$ cat config.mk
export PLATFORM = sky130hd
export DESIGN_NAME = vga_timing_gen_flat
export DESIGN_NICKNAME = d
export VERILOG_FILES = /design/src/rtl/vga_timing_pkg.sv /design/src/rtl/vga_timing_gen_if.sv /design/src/rtl/vga_ctl_delay.sv /design/src/rtl/vga_timing_gen.sv /design/src/flat_wrapper.sv
export SDC_FILE = /design/constraint.sdc
export NUM_CORES = 1
export LEC_CHECK = 0
export ABC_AREA = 1
export BUFFER_PORTS_ARGS = -buffer_cell sky130_fd_sc_hd__buf_4
export CAP_MARGIN = 20
export CORE_AREA = 2 2 57 59
export CTS_BUF_LIST = sky130_fd_sc_hd__clkbuf_16
export CTS_CLUSTER_SIZE = 40
export DETAILED_ROUTE_END_ITERATION = 16
export DIE_AREA = 0 0 59 61
export PLACE_DENSITY = 0.83
export SYNTH_ARGS = -nofsm -noshare
export SYNTH_HDL_FRONTEND = slang
export SYNTH_SLANG_ARGS = --single-unit
$ cat constraint.sdc
create_clock -name vga_clk -period 1.22 [get_ports vga_clk]
set_clock_uncertainty 0.05 [all_clocks]
set_input_delay 0.244 -clock vga_clk [delete_from_list [all_inputs] [get_ports vga_clk]]
set_output_delay 0.244 -clock vga_clk [all_outputs]
set_load 0.02 [all_outputs]
$ cat src/rtl/vga_timing_pkg.sv
`default_nettype none
// ============================================================================
// Module      : vga_timing_pkg
// Description : Shared constants and types for the VGA raster timing path.
//               Default 640x480@60 porch/sync values, derived line/frame
//               totals, and the packed {hs, vs, blank} control bundle.
// Revision    : 1.0 - initial release
// ============================================================================
package vga_timing_pkg;

  // Default 640x480 @ 60 Hz timing (pixel clocks / lines)
  localparam int VGA_H_ACTIVE = 640;
  localparam int VGA_H_FP     = 16;
  localparam int VGA_H_SYNC   = 96;
  localparam int VGA_H_BP     = 48;
  localparam int VGA_V_ACTIVE = 480;
  localparam int VGA_V_FP     = 10;
  localparam int VGA_V_SYNC   = 2;
  localparam int VGA_V_BP     = 33;

  localparam int VGA_H_TOTAL  = VGA_H_ACTIVE + VGA_H_FP + VGA_H_SYNC + VGA_H_BP;
  localparam int VGA_V_TOTAL  = VGA_V_ACTIVE + VGA_V_FP + VGA_V_SYNC + VGA_V_BP;

  // Counters are 10 bits wide; deeper alignment pipes are not supported
  localparam int VGA_MAX_TOTAL = 1024;
  localparam int VGA_MAX_PIPE  = 4;

  typedef struct packed {
    logic hs;
    logic vs;
    logic blank;
  } vga_ctl_t;

  // Inactive levels: syncs are active-low, blank=1 means visible
  localparam vga_ctl_t VGA_CTL_IDLE = '{hs: 1'b1, vs: 1'b1, blank: 1'b0};

endpackage : vga_timing_pkg
`default_nettype wire

$ cat src/rtl/vga_timing_gen_if.sv
`default_nettype none
// ============================================================================
// Module      : vga_timing_gen_if
// Description : Raster bus between the timing generator (master) and the
//               sprite/ROM mappers (slave).
//   DrawX/DrawY  : current pixel coordinates (10 bits each)
//   hs/vs        : active-low syncs, aligned to the mappers' RGB output
//   blank        : 1 = visible pixel, aligned like hs/vs
//   line_start   : one-cycle pulse at DrawX==0
//   frame_start  : one-cycle pulse at DrawX==0, DrawY==0
// Revision    : 1.0 - initial release
// ============================================================================
interface vga_timing_gen_if;
  logic [9:0] DrawX;
  logic [9:0] DrawY;
  logic       hs;
  logic       vs;
  logic       blank;
  logic       line_start;
  logic       frame_start;

  modport master (
    output DrawX, DrawY, hs, vs, blank, line_start, frame_start
  );

  modport slave (
    input  DrawX, DrawY, hs, vs, blank, line_start, frame_start
  );
endinterface : vga_timing_gen_if
`default_nettype wire

$ cat src/rtl/vga_ctl_delay.sv
`default_nettype none
// ============================================================================
// Module      : vga_ctl_delay
// Description : PIPE_DELAY-deep shift register for the {hs, vs, blank}
//               bundle. Every stage resets to the idle levels. Depth 0 is a
//               plain wire.
//   clk    : pixel clock
//   rst    : synchronous, active-high
//   i_ctl  : raw control bundle
//   o_ctl  : control bundle delayed by PIPE_DELAY cycles
// Revision    : 1.0 - initial release
// ============================================================================
module vga_ctl_delay
  import vga_timing_pkg::*;
#(
  parameter int PIPE_DELAY = 2
) (
  input  logic     clk,
  input  logic     rst,
  input  vga_ctl_t i_ctl,
  output vga_ctl_t o_ctl
);

  generate
    if (PIPE_DELAY == 0) begin : g_pass
      assign o_ctl = i_ctl;
    end else begin : g_pipe
      vga_ctl_t r_stage [PIPE_DELAY];

      always_ff @(posedge clk) begin
        if (rst) begin
          for (int i = 0; i < PIPE_DELAY; i++) begin
            r_stage[i] <= VGA_CTL_IDLE;
          end
        end else begin
          r_stage[0] <= i_ctl;
          for (int i = 1; i < PIPE_DELAY; i++) begin
            r_stage[i] <= r_stage[i-1];
          end
        end
      end

      assign o_ctl = r_stage[PIPE_DELAY-1];
    end
  endgenerate

endmodule : vga_ctl_delay
`default_nettype wire

$ cat src/rtl/vga_timing_gen.sv
`default_nettype none
// ============================================================================
// Module      : vga_timing_gen
// Description : Free-running VGA raster timing generator. Horizontal and
//               vertical counters drive DrawX/DrawY directly; hs/vs/blank
//               are decoded from the counters and delayed PIPE_DELAY cycles
//               to line up with the mappers' registered RGB.
//   vga_clk : pixel clock (only clock)
//   reset   : synchronous, active-high
//   vif     : raster bus master (DrawX, DrawY, hs, vs, blank,
//             line_start, frame_start)
// Revision    : 1.0 - initial release
// ============================================================================
module vga_timing_gen
  import vga_timing_pkg::*;
#(
  parameter int H_ACTIVE   = VGA_H_ACTIVE,
  parameter int H_FP       = VGA_H_FP,
  parameter int H_SYNC     = VGA_H_SYNC,
  parameter int H_BP       = VGA_H_BP,
  parameter int V_ACTIVE   = VGA_V_ACTIVE,
  parameter int V_FP       = VGA_V_FP,
  parameter int V_SYNC     = VGA_V_SYNC,
  parameter int V_BP       = VGA_V_BP,
  parameter int PIPE_DELAY = 2
) (
  input  logic             vga_clk,
  input  logic             reset,
  vga_timing_gen_if.master vif
);

  localparam int c_H_TOTAL = H_ACTIVE + H_FP + H_SYNC + H_BP;
  localparam int c_V_TOTAL = V_ACTIVE + V_FP + V_SYNC + V_BP;

  generate
    if (c_H_TOTAL > VGA_MAX_TOTAL || c_V_TOTAL > VGA_MAX_TOTAL) begin : g_bad_total
      $error("vga_timing_gen: H/V total exceeds 1024");
    end
    if (PIPE_DELAY < 0 || PIPE_DELAY > VGA_MAX_PIPE) begin : g_bad_pipe
      $error("vga_timing_gen: PIPE_DELAY must be 0..4");
    end
  endgenerate

  localparam logic [9:0]  c_H_LAST   = 10'(c_H_TOTAL - 1);
  localparam logic [9:0]  c_V_LAST   = 10'(c_V_TOTAL - 1);
  // Decode bounds are 11 bits so an end value of exactly 1024 stays exact
  localparam logic [10:0] c_H_ACT    = 11'(H_ACTIVE);
  localparam logic [10:0] c_HS_START = 11'(H_ACTIVE + H_FP);
  localparam logic [10:0] c_HS_END   = 11'(H_ACTIVE + H_FP + H_SYNC);
  localparam logic [10:0] c_V_ACT    = 11'(V_ACTIVE);
  localparam logic [10:0] c_VS_START = 11'(V_ACTIVE + V_FP);
  localparam logic [10:0] c_VS_END   = 11'(V_ACTIVE + V_FP + V_SYNC);

  logic [9:0]  r_hc;
  logic [9:0]  r_vc;
  logic        w_h_last;
  logic        w_v_last;
  logic [10:0] w_hc_ext;
  logic [10:0] w_vc_ext;
  vga_ctl_t    w_raw;
  vga_ctl_t    w_ctl;

  assign w_h_last = (r_hc == c_H_LAST);
  assign w_v_last = (r_vc == c_V_LAST);
  assign w_hc_ext = {1'b0, r_hc};
  assign w_vc_ext = {1'b0, r_vc};

  // vc only moves on the hc wrap, so the frame wrap lands on (0,0) together
  always_ff @(posedge vga_clk) begin
    if (reset) begin
      r_hc <= '0;
      r_vc <= '0;
    end else if (w_h_last) begin
      r_hc <= '0;
      r_vc <= w_v_last ? '0 : r_vc + 10'd1;
    end else begin
      r_hc <= r_hc + 10'd1;
    end
  end

  // Raw decode is forced idle during reset so the depth-0 path also shows
  // the inactive levels while reset is held
  always_comb begin
    w_raw = VGA_CTL_IDLE;
    if (!reset) begin
      w_raw.hs    = !((w_hc_ext >= c_HS_START) && (w_hc_ext < c_HS_END));
      w_raw.vs    = !((w_vc_ext >= c_VS_START) && (w_vc_ext < c_VS_END));
      w_raw.blank = (w_hc_ext < c_H_ACT) && (w_vc_ext < c_V_ACT);
    end
  end

  vga_ctl_delay #(
    .PIPE_DELAY (PIPE_DELAY)
  ) u_ctl_delay (
    .clk   (vga_clk),
    .rst   (reset),
    .i_ctl (w_raw),
    .o_ctl (w_ctl)
  );

  assign vif.DrawX       = r_hc;
  assign vif.DrawY       = r_vc;
  assign vif.hs          = w_ctl.hs;
  assign vif.vs          = w_ctl.vs;
  assign vif.blank       = w_ctl.blank;
  assign vif.line_start  = !reset && (r_hc == 10'd0);
  assign vif.frame_start = !reset && (r_hc == 10'd0) && (r_vc == 10'd0);

endmodule : vga_timing_gen
`default_nettype wire
$ cat src/flat_wrapper.sv
// flat-port wrapper written by rule: the top's interface ports become plain ports
module vga_timing_gen_flat import vga_timing_pkg::*;
#(
  parameter int H_ACTIVE   = VGA_H_ACTIVE,
  parameter int H_FP       = VGA_H_FP,
  parameter int H_SYNC     = VGA_H_SYNC,
  parameter int H_BP       = VGA_H_BP,
  parameter int V_ACTIVE   = VGA_V_ACTIVE,
  parameter int V_FP       = VGA_V_FP,
  parameter int V_SYNC     = VGA_V_SYNC,
  parameter int V_BP       = VGA_V_BP,
  parameter int PIPE_DELAY = 2
)
  (vga_clk, reset, vif_DrawX, vif_DrawY, vif_hs, vif_vs, vif_blank, vif_line_start, vif_frame_start);
  vga_timing_gen_if vif_i ();
  input  logic vga_clk;
  input  logic reset;
  output wire logic [$bits(vif_i.DrawX)-1:0] vif_DrawX;
  output wire logic [$bits(vif_i.DrawY)-1:0] vif_DrawY;
  output wire logic [$bits(vif_i.hs)-1:0] vif_hs;
  output wire logic [$bits(vif_i.vs)-1:0] vif_vs;
  output wire logic [$bits(vif_i.blank)-1:0] vif_blank;
  output wire logic [$bits(vif_i.line_start)-1:0] vif_line_start;
  output wire logic [$bits(vif_i.frame_start)-1:0] vif_frame_start;
  assign vif_DrawX = vif_i.DrawX;
  assign vif_DrawY = vif_i.DrawY;
  assign vif_hs = vif_i.hs;
  assign vif_vs = vif_i.vs;
  assign vif_blank = vif_i.blank;
  assign vif_line_start = vif_i.line_start;
  assign vif_frame_start = vif_i.frame_start;
  vga_timing_gen #(.H_ACTIVE(H_ACTIVE), .H_FP(H_FP), .H_SYNC(H_SYNC), .H_BP(H_BP), .V_ACTIVE(V_ACTIVE), .V_FP(V_FP), .V_SYNC(V_SYNC), .V_BP(V_BP), .PIPE_DELAY(PIPE_DELAY)) u_core (.vga_clk(vga_clk), .reset(reset), .vif(vif_i));
endmodule
==> implementation parameters <==
Parameter                              Value

STA
  Relative slew margins    around three quarters
  Count of final max-slew check failures    0
  RSZ-0062 raised after global routing    yes
  Transition time at the pin with the least slew margin    approximately 0.36 ns
  Crit path time final    roughly 1.8 ns
  Setup slack of the critical path after layout    -0.548 ns
  Maximum clock frequency    566 MHz
  Number of hold violations in the final report    0
  Setup violations, final    25
  Final worst-path cycle share    145%

Detailed routing
  Routed Antenna Nets    0
  Avg Vias per Cell    5.72
  Length of the first detailed-routing pass in iterations    5
  Count of unresolved DRC violations after routing    0
  1st-iter DRT viols    approximately 210
  Sum of routed wire length over all layers    between 5000 and 6000 µm
  Routed wire per std cell    18.1 µm
  Via count    about 1.8k

Worst setup path
  Type of destination of the critical path    primary output
  Slowest cell on the critical path    dfxtp_1
  Worst r2r src    u_core.vif.DrawX[0]$_SDFF_PP0_
  Cell-by-cell listing of the critical path    inv_1, nand2_1, nor2_1, nand3_2, nor3_4, buf_6
  Crit path largest cell delay    0.33 ns
  Launching element type of the critical path    flip-flop
  Arrival time at the worst endpoint    ~1.5 ns
  Kind of critical path    reg -> out
  Required time at the worst-slack endpoint    slightly above 0.9 ns
  Minimum setup slack among reg-to-reg paths    -0.38 ns
  Highest net fanout along the worst path    3
  Worst R2R Path Depth    9
  Source of the critical timing path    u_core.vif.DrawX[5]$_SDFF_PP0_
  Critical R2R Capture    u_core.vif.DrawY[3]$_SDFFE_PP0N_

Yosys
  Basic-gate share of the synthesized area counting and, or, nand and nor cells    approximately 43%
  Multiplexer share of the synthesized area    0%
  Syn_area_per_cell    7.08 µm²
  Adder and majority gate portion of the synthesized area    approximately 3.5%
  Post-synth EDFFs    0
  Sequential share of the synthesized area    between 30% and 40%
  Xor/xnor cell area share of the yosys netlist    between 1.5 and 2%
  Synthesized area    about 1400 µm²
  Async set or reset register ratio after synthesis    0%
  Dominant combinational cell family by area after synthesis    simple AND/OR/NAND/NOR gates
  Post-Synthesis Net Count    around 200
  Distinct cells, synth    30
  Mapped Cells    200
  Top cells by area in the synthesized netlist    dfxtp_1 (37%), nand2_1 (11%), nor2_1 (8.5%), inv_1 (6.9%), nand3_1 (4.6%)
  Register bit count reported by yosys    26
  Fraction of synthesized cell area taken by the top area cell type    a little under two fifths
  Most area-hungry cell type in the Yosys netlist    dfxtp_1
  Flip-flop cell with the highest count after synthesis    dfxtp_1
  Area fraction in compound gates after synthesis    under 10%
  Number of warnings reported in the yosys synthesis log    0

Min path
  Hold EP    u_core.vif.DrawY[5]$_SDFFE_PP0N_
  Worst hold start    reset
  Worst hold path stage count    3
  Worst min path class    in -> reg

Place
  Placed standard-cell area    2000 µm²
  Number of port buffers    26
  Number of placed cells counting well taps    between 200 and 300
  Routability-driven placement congestion ratio    about 0.94
  Hpwl dp    2780 µm

Finish
  Commonest non-fill, non-tap cell in the layout    buf_4
  Number of fill cells in the layout    156
  Fraction of layout instances using a drive strength above 1    between 50% and 60%
  Area growth syn-to-layout    77.3%
  Multi-input gate area in the final layout    roughly 1000 µm²
  Antenna diodes    0
  Commonest cells after routing, fill and taps aside    buf_4 (58), nand2_1 (34), nor2_1 (22), buf_6 (20), inv_1 (19)
  FF/Latch Area    ~550 µm²
  Area of all placed cells without fillers    between 2000 and 3000 µm²
  Number of nets in the finished design    288
  Number of standard cells in the layout, taps in and fillers out    around 310

Clocking
  Clock-pin transition on the worst setup and hold timing paths    around 0.070 ns
  Deepest clock path buffer count    2
  Clock tree from TritonCTS    done
  Total clock buffers created by CTS    3
  Clock Tree Root    clkbuf_16
  # hold bufs at CTS    0
  Worst skew pair latency    between 0.2 and 0.3 ns
  TritonCTS sink count    26
  Number of H-tree levels    1

Run status
  Failing checks    negative setup slack
  Run status    finished with violations

Global route
  Global route overflow    0
  Initial antenna violation count    0
  Overall routing resource usage    between 20 and 30%
  Maximum number of pins on one net before global-route repair    16
  Vias in the first global route    around 1.6k
  Wire length of the first global-routing pass    about 7700 µm

Floorplanning
  Total I/O pin count    27
  Placement Rows    20
  Placeable core region    2950 µm²
  DIE WIDTH    59 µm
  Full die area    ~3600 µm²
  Die Y    between 60 and 70 µm
  Starting utilization of the core area    between 40 and 50%

Flow run
  Max Cap Violations    0

Power
  Total leakage power    approximately 0.0011 µW
  Total power density per cell area    around 850 nW/µm²
  Peak ir drop on the vdd network    about 0.55 mV
## repair_timing
action                                  in CTS  in global routing
gates resized for setup                     36                 40
cloned                                       0                  0
setup buffers                                4                 13
endpoints found under the setup margin      24                 31
hold endpoints to repair                     0                  0
pin swaps                                   18                 12
## report_power, final
group | internal [µW] | switching, µW | total (µW) | leakage, µW
sequential | 853 | 9.02 | 862 | 0.000219
clock | 655 | 349 | 1000 | 0.0000511
combinational | 127 | 131 | 258 | 0.000835
total | 1640 | 489 | 2120 | 0.00111
## cells by family after synthesis
logic type,count (synthesis)
simple gates,122
buf+inv,32
flops,26
compound gates,13
fa+ha+maj,4
xor+xnor,3
## Yosys cell counts, drive strengths merged, types with 3 or more instances
library cell,number
a21oi,5
dfxtp,26
ha,4
inv,29
nand2,48
nand3,14
nand4,7
nor2,42
nor3,4
nor4,3
o21ai,5
xor2,3
## how the worst max path moves through the flow
stage,end,slack (ns)
final,vif_frame_start,-0.55
after global routing,vif_frame_start,-0.61
after CTS,vif_frame_start,-0.47
after detailed placement,vif_frame_start,-0.28
after global placement,vif_frame_start,-0.24
after floorplan,vif_frame_start,-0.15
## state kept, by name (all words and copies together) (netlist names)
name / flops
u_core.vif.DrawX: 10
u_core.u_ctl_delay.g_pipe.r_stage: 6
u_core.vif.DrawY: 10
## critical path, delay by kind of cell (launching register included)
kind | cells | cell delay (ns)
and+or+nand+nor | 4 | 0.63
DFF | 1 | 0.33
buffers and inverters | 2 | 0.25
## layer usage
layer  track usage, %  share of wire, %
met5                0                 0
met4             19.2               4.7
met3             3.20               7.7
met2             50.3                49
met1             34.8                38
## cell type report
class	count	area share, %
Inverter	29	4.54
Timing Repair Buffer	80	27.9
Clock inverter	1	1.20
Clock buffer	3	2.99
Multi-Input combinational cell	142	39.8
Tap cell	33	1.65
Sequential cell	26	21.9
## stage by stage
| step | utilization, % | setup WS [ns] | hold WS, ns | setup TNS [ns] | total power (µW) |
|---|---|---|---|---|---|
| 2_1_floorplan | - | -0.154 | 0.338 | -0.678 | 965 |
| 3_3_place_gp | 67.7 | -0.237 | 0.339 | -2.16 | 1030 |
| 3_5_place_dp | 67.7 | -0.281 | 0.349 | -2.83 | 1030 |
| 4_1_cts | 77.4 | -0.471 | 0.252 | -4.84 | 2020 |
| 5_1_grt | 85.0 | -0.611 | 0.236 | -8.39 | 2180 |
| 6_report | 85.0 | -0.548 | 0.230 | -7.04 | 2120 |
No activity file was read; power rests on OpenSTA's default activity.
